## config.mk

```make
export PLATFORM = sky130hd
export DESIGN_NAME = router_port_tx
export DESIGN_NICKNAME = d
export VERILOG_FILES = /design/src/rtl/router_port_tx.sv
export SDC_FILE = /design/constraint.sdc
export NUM_CORES = 1
export LEC_CHECK = 0
export CORE_UTILIZATION = 48
export CTS_BUF_LIST = sky130_fd_sc_hd__clkbuf_4
export DETAILED_ROUTE_END_ITERATION = 7
export PLACE_DENSITY = 0.82
export SLEW_MARGIN = 10
export SYNTH_ARGS = -nofsm -noshare
export SYNTH_HDL_FRONTEND = slang
export SYNTH_SLANG_ARGS = --single-unit
```

## constraint.sdc

```tcl
create_clock -name clock -period 2.3 [get_ports clock]
set_input_delay 0.69 -clock clock [delete_from_list [all_inputs] [get_ports clock]]
set_output_delay 0.69 -clock clock [all_outputs]
set_load 0.1 [all_outputs]
```

## src/rtl/router_port_tx.sv

```systemverilog
// Serial packet transmitter for one router input port: 4 address bits, pad, payload LSB first.
// Define ROUTER_TX_CNT_EN to add the tx_count port (packets completed, wraps at 255).
module router_port_tx #(
   parameter int PAD_CYCLES = 10,
   parameter int DATA_W     = 32
) (
   input  logic              clock,
   input  logic              reset,
   input  logic              req_valid,
   output logic              req_ready,
   input  logic [3:0]        req_da,
   input  logic [DATA_W-1:0] req_data,
   output logic              frame_n,
   output logic              valid_n,
   output logic              di,
   output logic              busy
`ifdef ROUTER_TX_CNT_EN
   ,
   output logic [7:0]        tx_count
`endif
);

   localparam int         SW        = DATA_W + 4;
   localparam logic [5:0] DATA_LAST = 6'(DATA_W - 1);
   localparam logic [7:0] PAD_LAST  = 8'(PAD_CYCLES - 1);

   typedef enum logic [2:0] {IDLE, ADDR, PAD, DATA, GAP} state_t;

   state_t        state_q, state_d;
   logic [SW-1:0] sr_q, sr_d;
   logic [5:0]    cnt_q, cnt_d;
   logic [7:0]    pad_q, pad_d;
   logic          frame_n_q, frame_n_d;
   logic          valid_n_q, valid_n_d;
   logic          di_q, di_d;

   always_ff @(posedge clock or posedge reset) begin
      if (reset) state_q <= IDLE;
      else       state_q <= state_d;
   end

   always_comb begin
      state_d = state_q;
      case (state_q)
         IDLE: if (req_valid) state_d = ADDR;
         ADDR: if (cnt_q == 6'd3) state_d = (PAD_CYCLES == 0) ? DATA : PAD;
         PAD:  if (pad_q == PAD_LAST) state_d = DATA;
         DATA: if (cnt_q == DATA_LAST) state_d = GAP;
         GAP:  state_d = IDLE;
         default: state_d = IDLE;
      endcase
   end

   // Everything below computes the value the line shows in the *next* cycle;
   // sr_q[0] is always the next bit to go out.
   always_comb begin
      sr_d      = sr_q;
      cnt_d     = cnt_q;
      pad_d     = pad_q;
      frame_n_d = 1'b1;
      valid_n_d = 1'b1;
      di_d      = 1'b0;
      case (state_q)
         IDLE: if (req_valid) begin
            sr_d      = {req_data, req_da} >> 1;
            cnt_d     = 6'd0;
            frame_n_d = 1'b0;
            di_d      = req_da[0];
         end
         ADDR: begin
            frame_n_d = 1'b0;
            cnt_d     = cnt_q + 6'd1;
            if (cnt_q == 6'd3) begin
               cnt_d = 6'd0;
               pad_d = 8'd0;
               if (PAD_CYCLES == 0) begin
                  valid_n_d = 1'b0;
                  di_d      = sr_q[0];
                  sr_d      = sr_q >> 1;
               end else begin
                  di_d = 1'b1;
               end
            end else begin
               di_d = sr_q[0];
               sr_d = sr_q >> 1;
            end
         end
         PAD: begin
            frame_n_d = 1'b0;
            if (pad_q == PAD_LAST) begin
               valid_n_d = 1'b0;
               di_d      = sr_q[0];
               sr_d      = sr_q >> 1;
               cnt_d     = 6'd0;
            end else begin
               pad_d = pad_q + 8'd1;
               di_d  = 1'b1;
            end
         end
         DATA: if (cnt_q != DATA_LAST) begin
            // frame_n rises with the final payload bit to mark end of packet
            frame_n_d = (cnt_q == DATA_LAST - 6'd1);
            valid_n_d = 1'b0;
            di_d      = sr_q[0];
            sr_d      = sr_q >> 1;
            cnt_d     = cnt_q + 6'd1;
         end
         default: ;
      endcase
   end

   always_ff @(posedge clock or posedge reset) begin
      if (reset) begin
         sr_q      <= '0;
         cnt_q     <= '0;
         pad_q     <= '0;
         frame_n_q <= 1'b1;
         valid_n_q <= 1'b1;
         di_q      <= 1'b0;
      end else begin
         sr_q      <= sr_d;
         cnt_q     <= cnt_d;
         pad_q     <= pad_d;
         frame_n_q <= frame_n_d;
         valid_n_q <= valid_n_d;
         di_q      <= di_d;
      end
   end

   assign frame_n   = frame_n_q;
   assign valid_n   = valid_n_q;
   assign di        = di_q;
   assign req_ready = (state_q == IDLE);
   assign busy      = (state_q != IDLE);

`ifdef ROUTER_TX_CNT_EN
   logic [7:0] tx_count_q, tx_count_d;

   always_comb begin
      tx_count_d = tx_count_q;
      if (state_q == DATA && state_d == GAP) tx_count_d = tx_count_q + 8'd1;
   end

   always_ff @(posedge clock or posedge reset) begin
      if (reset) tx_count_q <= 8'd0;
      else       tx_count_q <= tx_count_d;
   end

   assign tx_count = tx_count_q;
`endif

endmodule

```

==> results of run 1 <==
==> synthesized netlist by cell type, types with 3 or more instances <==
library cell,number,area [um^2]
and3_1,4,25.0
buf_6,6,67.6
clkbuf_1,5,18.8
dfrtp_1,53,1330
ha_1,4,50.1
inv_1,6,22.5
mux2_2,41,462
mux2_4,28,420
nand2_1,7,26.3
nand2b_1,4,25.0
nand3_1,6,30.0
nor2_1,10,37.5
nor3_1,4,20.0
nor4_1,3,18.8
o211ai_1,3,22.5
o21ai_0,4,20.0
xor2_1,3,26.3
==> layout make-up <==
type                    count  area, um^2  share of cell area
multi-input cells         153        1490               0.409
clock buffers               5        37.5              0.0103
flip-flops and latches     55        1380               0.377
inverters                   6        22.5             0.00616
well taps                  75        93.8              0.0257
repair buffers             56         603               0.165
clock inverters             3        25.0             0.00685
==> per-layer routing <==
layer / global-route usage / part of all wire / vias up
li1: - / - / 919
met1: 0.245 / 0.47 / 914
met2: 0.285 / 0.50 / 32
met3: 0.0341 / 0.023 / 4
met4: 0.0589 / 0.011 / 0
met5: 0 / 0 / -
==> logic make-up (layout without fill, tap and decap cells) <==
group / count (synthesis) / in the layout / share of synthesized area
muxes: 72 / 72 / 0.308
DFF: 55 / 55 / 0.466
and+or+nand+nor: 54 / 54 / 0.110
buffers and inverters: 19 / 70 / 0.0401
AOI/OAI and AO/OA: 18 / 18 / 0.0439
xor gates and xnor gates: 5 / 5 / 0.0148
adders and majority gates: 4 / 4 / 0.0169
==> report_power, final <==
| group | total [W] | leakage [nW] | switching, W | internal (W) |
|---|---|---|---|---|
| Sequential | 0.00162 | 0.702 | 0.000272 | 0.00135 |
| Clock | 0.000452 | 0.0322 | 0.000324 | 0.000128 |
| Combinational | 0.00237 | 0.978 | 0.000981 | 0.00139 |
==> timing repair <==
item / CTS / global route
endpoints found under the setup margin: 0 / 34
gates resized for setup: 0 / 1
hold buffers: 0 / 0
==> state kept, by name (all words and copies together) (netlist names) <==
name / flops
valid_n: 1
pad_q: 8
cnt_q: 6
state_q: 3
frame_n: 1
di: 1
sr_q: 35
==> worst max path at each step <==
stage | from | end | slack [ps] | cells after the start
2_1_floorplan | state_q[1]$_DFFE_PP0P_ | busy | -440 | 3
3_3_place_gp | req_valid | sr_q[28]$_DFFE_PP0P_ | -300 | 6
3_5_place_dp | req_valid | sr_q[26]$_DFFE_PP0P_ | -330 | 6
4_1_cts | pad_q[1]$_DFFE_PP0P_ | sr_q[25]$_DFFE_PP0P_ | 5 | 7
5_1_grt | req_valid | sr_q[27]$_DFFE_PP0P_ | 20 | 6
6_report | req_valid | sr_q[27]$_DFFE_PP0P_ | 80 | 6
==> through the flow <==
| step | std cells | total power [W] | cell area (um^2) |
|---|---|---|---|
| 2_1_floorplan | 227 | 0.00351 | 2970 |
| 3_3_place_gp | 345 | 0.00396 | 3580 |
| 3_5_place_dp | 345 | 0.00402 | 3580 |
| 4_1_cts | 353 | 0.00449 | 3650 |
| 5_1_grt | 353 | 0.00475 | 3650 |
| 6_report | 353 | 0.00444 | 3650 |
==> results.ini, run 1 <==
[sta]
slew_headroom=0.641
setup_tns_ps=0
period_share=0.963
clock.fmax_mhz=451
setup_viol=0
fin_worst_hold_slack_ps=530
setup_ws_ps=84.1
report.final.slew_viol_count=0
skew_ps=24.0
tightest_slew_ps=533
min_period_ps=2220
rsz0062_at_grt=false
hold_viol=0

[setup_path]
path_class=input port to register
rr_worst_depth=6
critPathBufInv=2
cp_slowest_cell=clkdlybuf4s50_1
worstPathMaxFanout=30
critPathTopFamily=buffers and inverters
r2r_slack_ps=180
path_cells=clkdlybuf4s50_1 > nor3_1 > or2_1 > nor4_4 > buf_12 > mux2_2
crit_arrival_ps=2490
crit_path_start_kind=input port
rr_endpoint=sr_q[32]$_DFFE_PP0P_
crit_path_max_incr_delay_ps=480
reg2reg_from=state_q[1]$_DFFE_PP0P_
end_kind=register
critPathRequiredTime_ps=2570

[power_and_ir_drop]
irDropWorstVdd_mv=0.674
p_leak_nw=1.71
powerDensity_nw_per_um2=1220

[clock_network]
cts_sinks=55
cts_setup_buffers=0
cts_buffer_depth=2
clk_latency_ps=390
cts_root_buffer=clkbuf_4
cts_tree=yes
path_clk_slew_ps=150
cts_max_level=2
cts_made_buffers=5

[routing]
viasPerCell=5.29
wl_um=5140
drc_errors=0
detail_route.wl_per_cell_um=14.6
ant_nets=0
num_vias=1869
drt_iter0_drc=127
dr.pass1.iters=4

[job]
cap_violations=0

[die]
pin_count=44
initial_core_util=0.500
die_area_um2=6490
core_area_um2=5920
chipHeight_um=80.6
rows=28
die_x_um=80.6

[global_route]
grt_util_all_layers=0.179
first_global_vias=1893
overflow=0
grt_pass1_wl_um=8880
grt_max_degree=37
antenna_found_initial=0

[place]
portBuffers=43
dp_slack_ps=-334
gp_congestion=0.829
hpwl_um=3700

[cells_and_area]
diodes=0
layout_commonest_cell=dfrtp_1
drive_above_1_share=0.381
area_delta_synth_final_pct=23.4
layout.nets=320
fill_cells=470
fin_util=0.617
final_cell_mix=53 x dfrtp_1, 41 x mux2_2, 38 x clkdlybuf4s50_1

[logic_synthesis]
avgSynthCellArea_um2=13.0
syn-num-nets=270
ys_seq_area_frac=0.466
synth_edf_count=0
synth_cell_types=45
synth_seq_cells=55
synth_area_um2=2960
yosys_most_used_dff=dfrtp_1
synth_cells=227
async_flop_share=1.00
yosys_warnings=0

[run_status]
status=finished, final reports clean

[hold_path]
hold_path_depth=1
min_from=sr_q[27]$_DFFE_PP0P_
hold_class=register to register
worst_hold_path.endpoint=sr_q[27]$_DFFE_PP0P_

Note: power is estimated with default switching activity, not from simulation.
==> run 2: changes to the inputs <==
PLACE_DENSITY = 0.79   (was 0.82)
clock period = 2.2 ns   (was 2.3 ns; I/O delays follow)
==> results.ini, run 2 (synthesized netlist as in run 1, its figures left out) <==
[global_route]
grt_pass1_wl_um=8950
grt_util_all_layers=0.179
overflow=0
antenna_found_initial=0
grt_max_degree=56
first_global_vias=1968

[sta]
clock.fmax_mhz=465
setup_viol=0
slew_headroom=0.767
min_period_ps=2150
hold_viol=0
skew_ps=15.6
report.final.slew_viol_count=0
period_share=0.977
rsz0062_at_grt=false
tightest_slew_ps=346

[routing]
dr.pass1.iters=4
num_vias=1913
drc_errors=0
detail_route.wl_per_cell_um=14.8
viasPerCell=5.33
wl_um=5310
drt_iter0_drc=108
ant_nets=0

[die]
core_area_um2=5920
die_x_um=80.6
chipHeight_um=80.6
die_area_um2=6490
rows=28
initial_core_util=0.500
pin_count=44

[cells_and_area]
area_delta_synth_final_pct=25.6
final_cell_mix=53 x dfrtp_1, 41 x mux2_2, 38 x clkdlybuf4s50_1
layout.nets=327
largest_register=sr_q
final_area_um2=3720
diodes=0
area.sequential_um2=1380
drive_above_1_share=0.394
instances_no_fill=359
layout_commonest_cell=dfrtp_1
multiInputGateArea_um2=1500
reg_top3=sr_q x35, pad_q x8, cnt_q x6
largest_register_ff_count=35
fill_cells=466

[clock_network]
cts_tree=yes
clk_latency_ps=370
path_clk_slew_ps=140
cts_buffer_depth=2
cts_sinks=55
cts_root_buffer=clkbuf_4
cts_made_buffers=5
cts_max_level=2

[job]
cap_violations=0

[setup_path]
startpoint=state_q[1]$_DFFE_PP0P_
worstPathMaxFanout=4
crit_path_max_incr_delay_ps=450
crit_path_start_kind=register
crit_arrival_ps=1490
path_class=register to output pin
end_kind=output pin
path_cells=buf_4 > nor3_4 > inv_1 > buf_12
reg2reg_from=state_q[2]$_DFFE_PP0P_
critPathRequiredTime_ps=1540
cp_slowest_cell=dfrtp_1

[place]
place_area_um2=3640
gp_congestion=0.807
hpwl_um=3730
numPlacedInstances=350
portBuffers=43

[power_and_ir_drop]
powerDensity_nw_per_um2=1290
p_leak_nw=1.76
irDropWorstVdd_mv=0.930

[hold_path]
min_from=sr_q[26]$_DFFE_PP0P_
hold_class=register to register

[run_status]
status=finished, final reports clean

[run 2: cell type report]
class,count,share of cell area
Clock inverter,2,0.00235
Sequential cell,55,0.371
Clock buffer,5,0.0101
Inverter,6,0.00605
Tap cell,75,0.0252
Multi-Input combinational cell,153,0.404
Timing Repair Buffer,63,0.182
[run 2: what timing repair did]
| action | in CTS | in global routing |
|---|---|---|
| endpoints found under the setup margin | 1 | 33 |
| buffers inserted | 1 | 1 |
| hold buffers | 0 | 0 |
| pin swaps | 0 | 1 |
| gates resized for setup | 0 | 4 |
[run 2: through the flow]
stage	hold WS [ps]	util	TNS, ps	setup slack, ps	total power [W]
after floorplan	477	-	-506	-506	0.00368
after global placement	486	0.615	-13050	-345	0.00427
after detailed placement	491	0.615	-13740	-373	0.00436
after CTS	525	0.624	0	12.3	0.00479
after global routing	543	0.628	0	3.16	0.00509
final	521	0.628	0	50.7	0.00480
[run 2: layer usage]
metal,GRT usage,routed length (um)
met2,0.292,2610
met3,0.0307,134
met1,0.240,2470
met4,0.0589,97
met5,0,0
[run 2: worst paths after layout]
path | to | slack [ps] | cells after the start
setup / recovery | busy | 50 | 4
hold / removal | sr_q[26]$_DFFE_PP0P_ | 520 | 1
setup reg to reg | sr_q[25]$_DFFE_PP0P_ | 140 | 7
hold reg to reg | sr_q[26]$_DFFE_PP0P_ | 520 | 1
max in group asynchronous | frame_n$_DFF_PP1_ | 1290 | 3
min in group asynchronous | di$_DFF_PP0_ | 630 | 3
[run 2: critical path, delay by kind of cell (launching register included)]
| family | cells | cell delay, ps |
|---|---|---|
| and+or+nand+nor | 1 | 230 |
| buffers and inverters | 3 | 460 |
| DFF | 1 | 450 |
[run 2: power breakdown]
group / switching (W) / internal (W)
combinational: 0.00109 / 0.00160
sequential: 0.000279 / 0.00141
clock: 0.000312 / 0.000115
total: 0.00168 / 0.00313
==> RTL change, RTL diff (settings of run 2) <==
The parameter `DATA_W` goes from 32 to 64.
--- a/src/rtl/router_port_tx.sv
+++ b/src/rtl/router_port_tx.sv
@@ -3,5 +3,5 @@
 module router_port_tx #(
    parameter int PAD_CYCLES = 10,
-   parameter int DATA_W     = 32
+   parameter int DATA_W     = 64
 ) (
    input  logic              clock,
Interface: changed (resized req_data); port bits go from 44 to 76. No check against the original RTL was run, so the function may have changed too.
==> RTL change against run 2 <==
The flow now finishes with violations (DRC). Power grew 36%. Critical path depth unchanged. Sequential cell count up 32. Setup slack better by 0.0059 ns. Synthesized cell count up 83%. Routed wire length up 81%. Synthesized area grew 51%. Combinational power up 11%. Final area up 53%. Largest power group unchanged.
==> RTL change: results (changes against run 2) <==
status:
  status: "finished, violations left"
  violations: "DRC"
cells_and_area:
  multi_input_area_share_pct: 36.6  # -3.9 points
  n_all_inverters: 8  # +2
  final-seq-area_sq_um: 2180  # +58%
  buf_share_pct: 19.5  # +1.3 points
  layout-drive-gt1-share_pct: 19.6  # -20 points
  num-multi-input-gates: 287  # +88%
  nNonClkBuffers: 102  # +62%
power_and_ir_drop:
  power_switching_w: 0.00259  # +54%
  p_comb_share_pct: 45.8  # -10 points
worst_setup_path:
  r2r_setup_slack_ns: 0.09  # -0.05 ns
  r2r-end: "sr_q[61]"
  cp_max_fo: 3  # -1
min_path:
  whs_path_depth: 2  # +1
  hp-start: "sr_q[60]"
clocking:
  clock_latency_ns: 0.43  # +0.06 ns
  cts_made_buffers: 9  # +4
route:
  drc: 3  # +3
  wl_met2_um: 4620  # +77%
  routedWlPerCell_um: 15.8  # +6.6%
  first_pass_iters: 6  # +2
global_route:
  grt_usage_pct: 20.6  # +2.7 points
  grt_pass1_wl_um: 15900  # +78%
  grt_max_degree: 88  # +57%
  grt_pass1_vias: 3413  # +73%
sta:
  relSlewSlack_pct: 47.6  # -29 points
  finalWorstSetupSlack_ns: 0.0566  # +0.00588 ns
  fin_worst_skew_ns: 0.0176  # +0.00198 ns
logic_synthesis:
  syn-num-nets: 490  # +81%
  synth.area.top_cells: "dfrtp_1 (48%), mux2i_1 (15%), nand3_1 (7.8%)"
placed_design:
  post-place-ws_ns: -0.0463  # +0.327 ns
  port_buffers: 75  # +74%
## RTL change: kinds of logic after synthesis
family	synth area share, %
AO/OA/AOI/OAI	13.7
XOR/XNOR	1.18
adder cells (fa/ha/maj)	1.12
buffers and inverters	5.52
flip-flops	48.8
multiplexers	15.5
AND/OR/NAND/NOR	14.1
## RTL change: layer usage
metal	track usage [%]	up-vias
met3	3.48	14
met5	0	-
met1	28.3	1685
met4	8.04	0
li1	-	1665
met2	32.9	69
## RTL change: per-stage QoR
| stage | utilization, % | hold slack (ns) | std cells |
|---|---|---|---|
| floorplan | - | 0.468 | 415 |
| global placement | 62.0 | 0.480 | 586 |
| detailed placement | 62.0 | 0.489 | 586 |
| CTS | 64.0 | 0.518 | 604 |
| global route | 64.5 | 0.545 | 608 |
| finish | 64.5 | 0.513 | 608 |
## RTL change: critical path, stage by stage, from the launching register on
cell     delay (ns)
dfrtp_1        0.41
buf_6          0.13
nor3_4         0.26
inv_2          0.07
buf_12         0.17
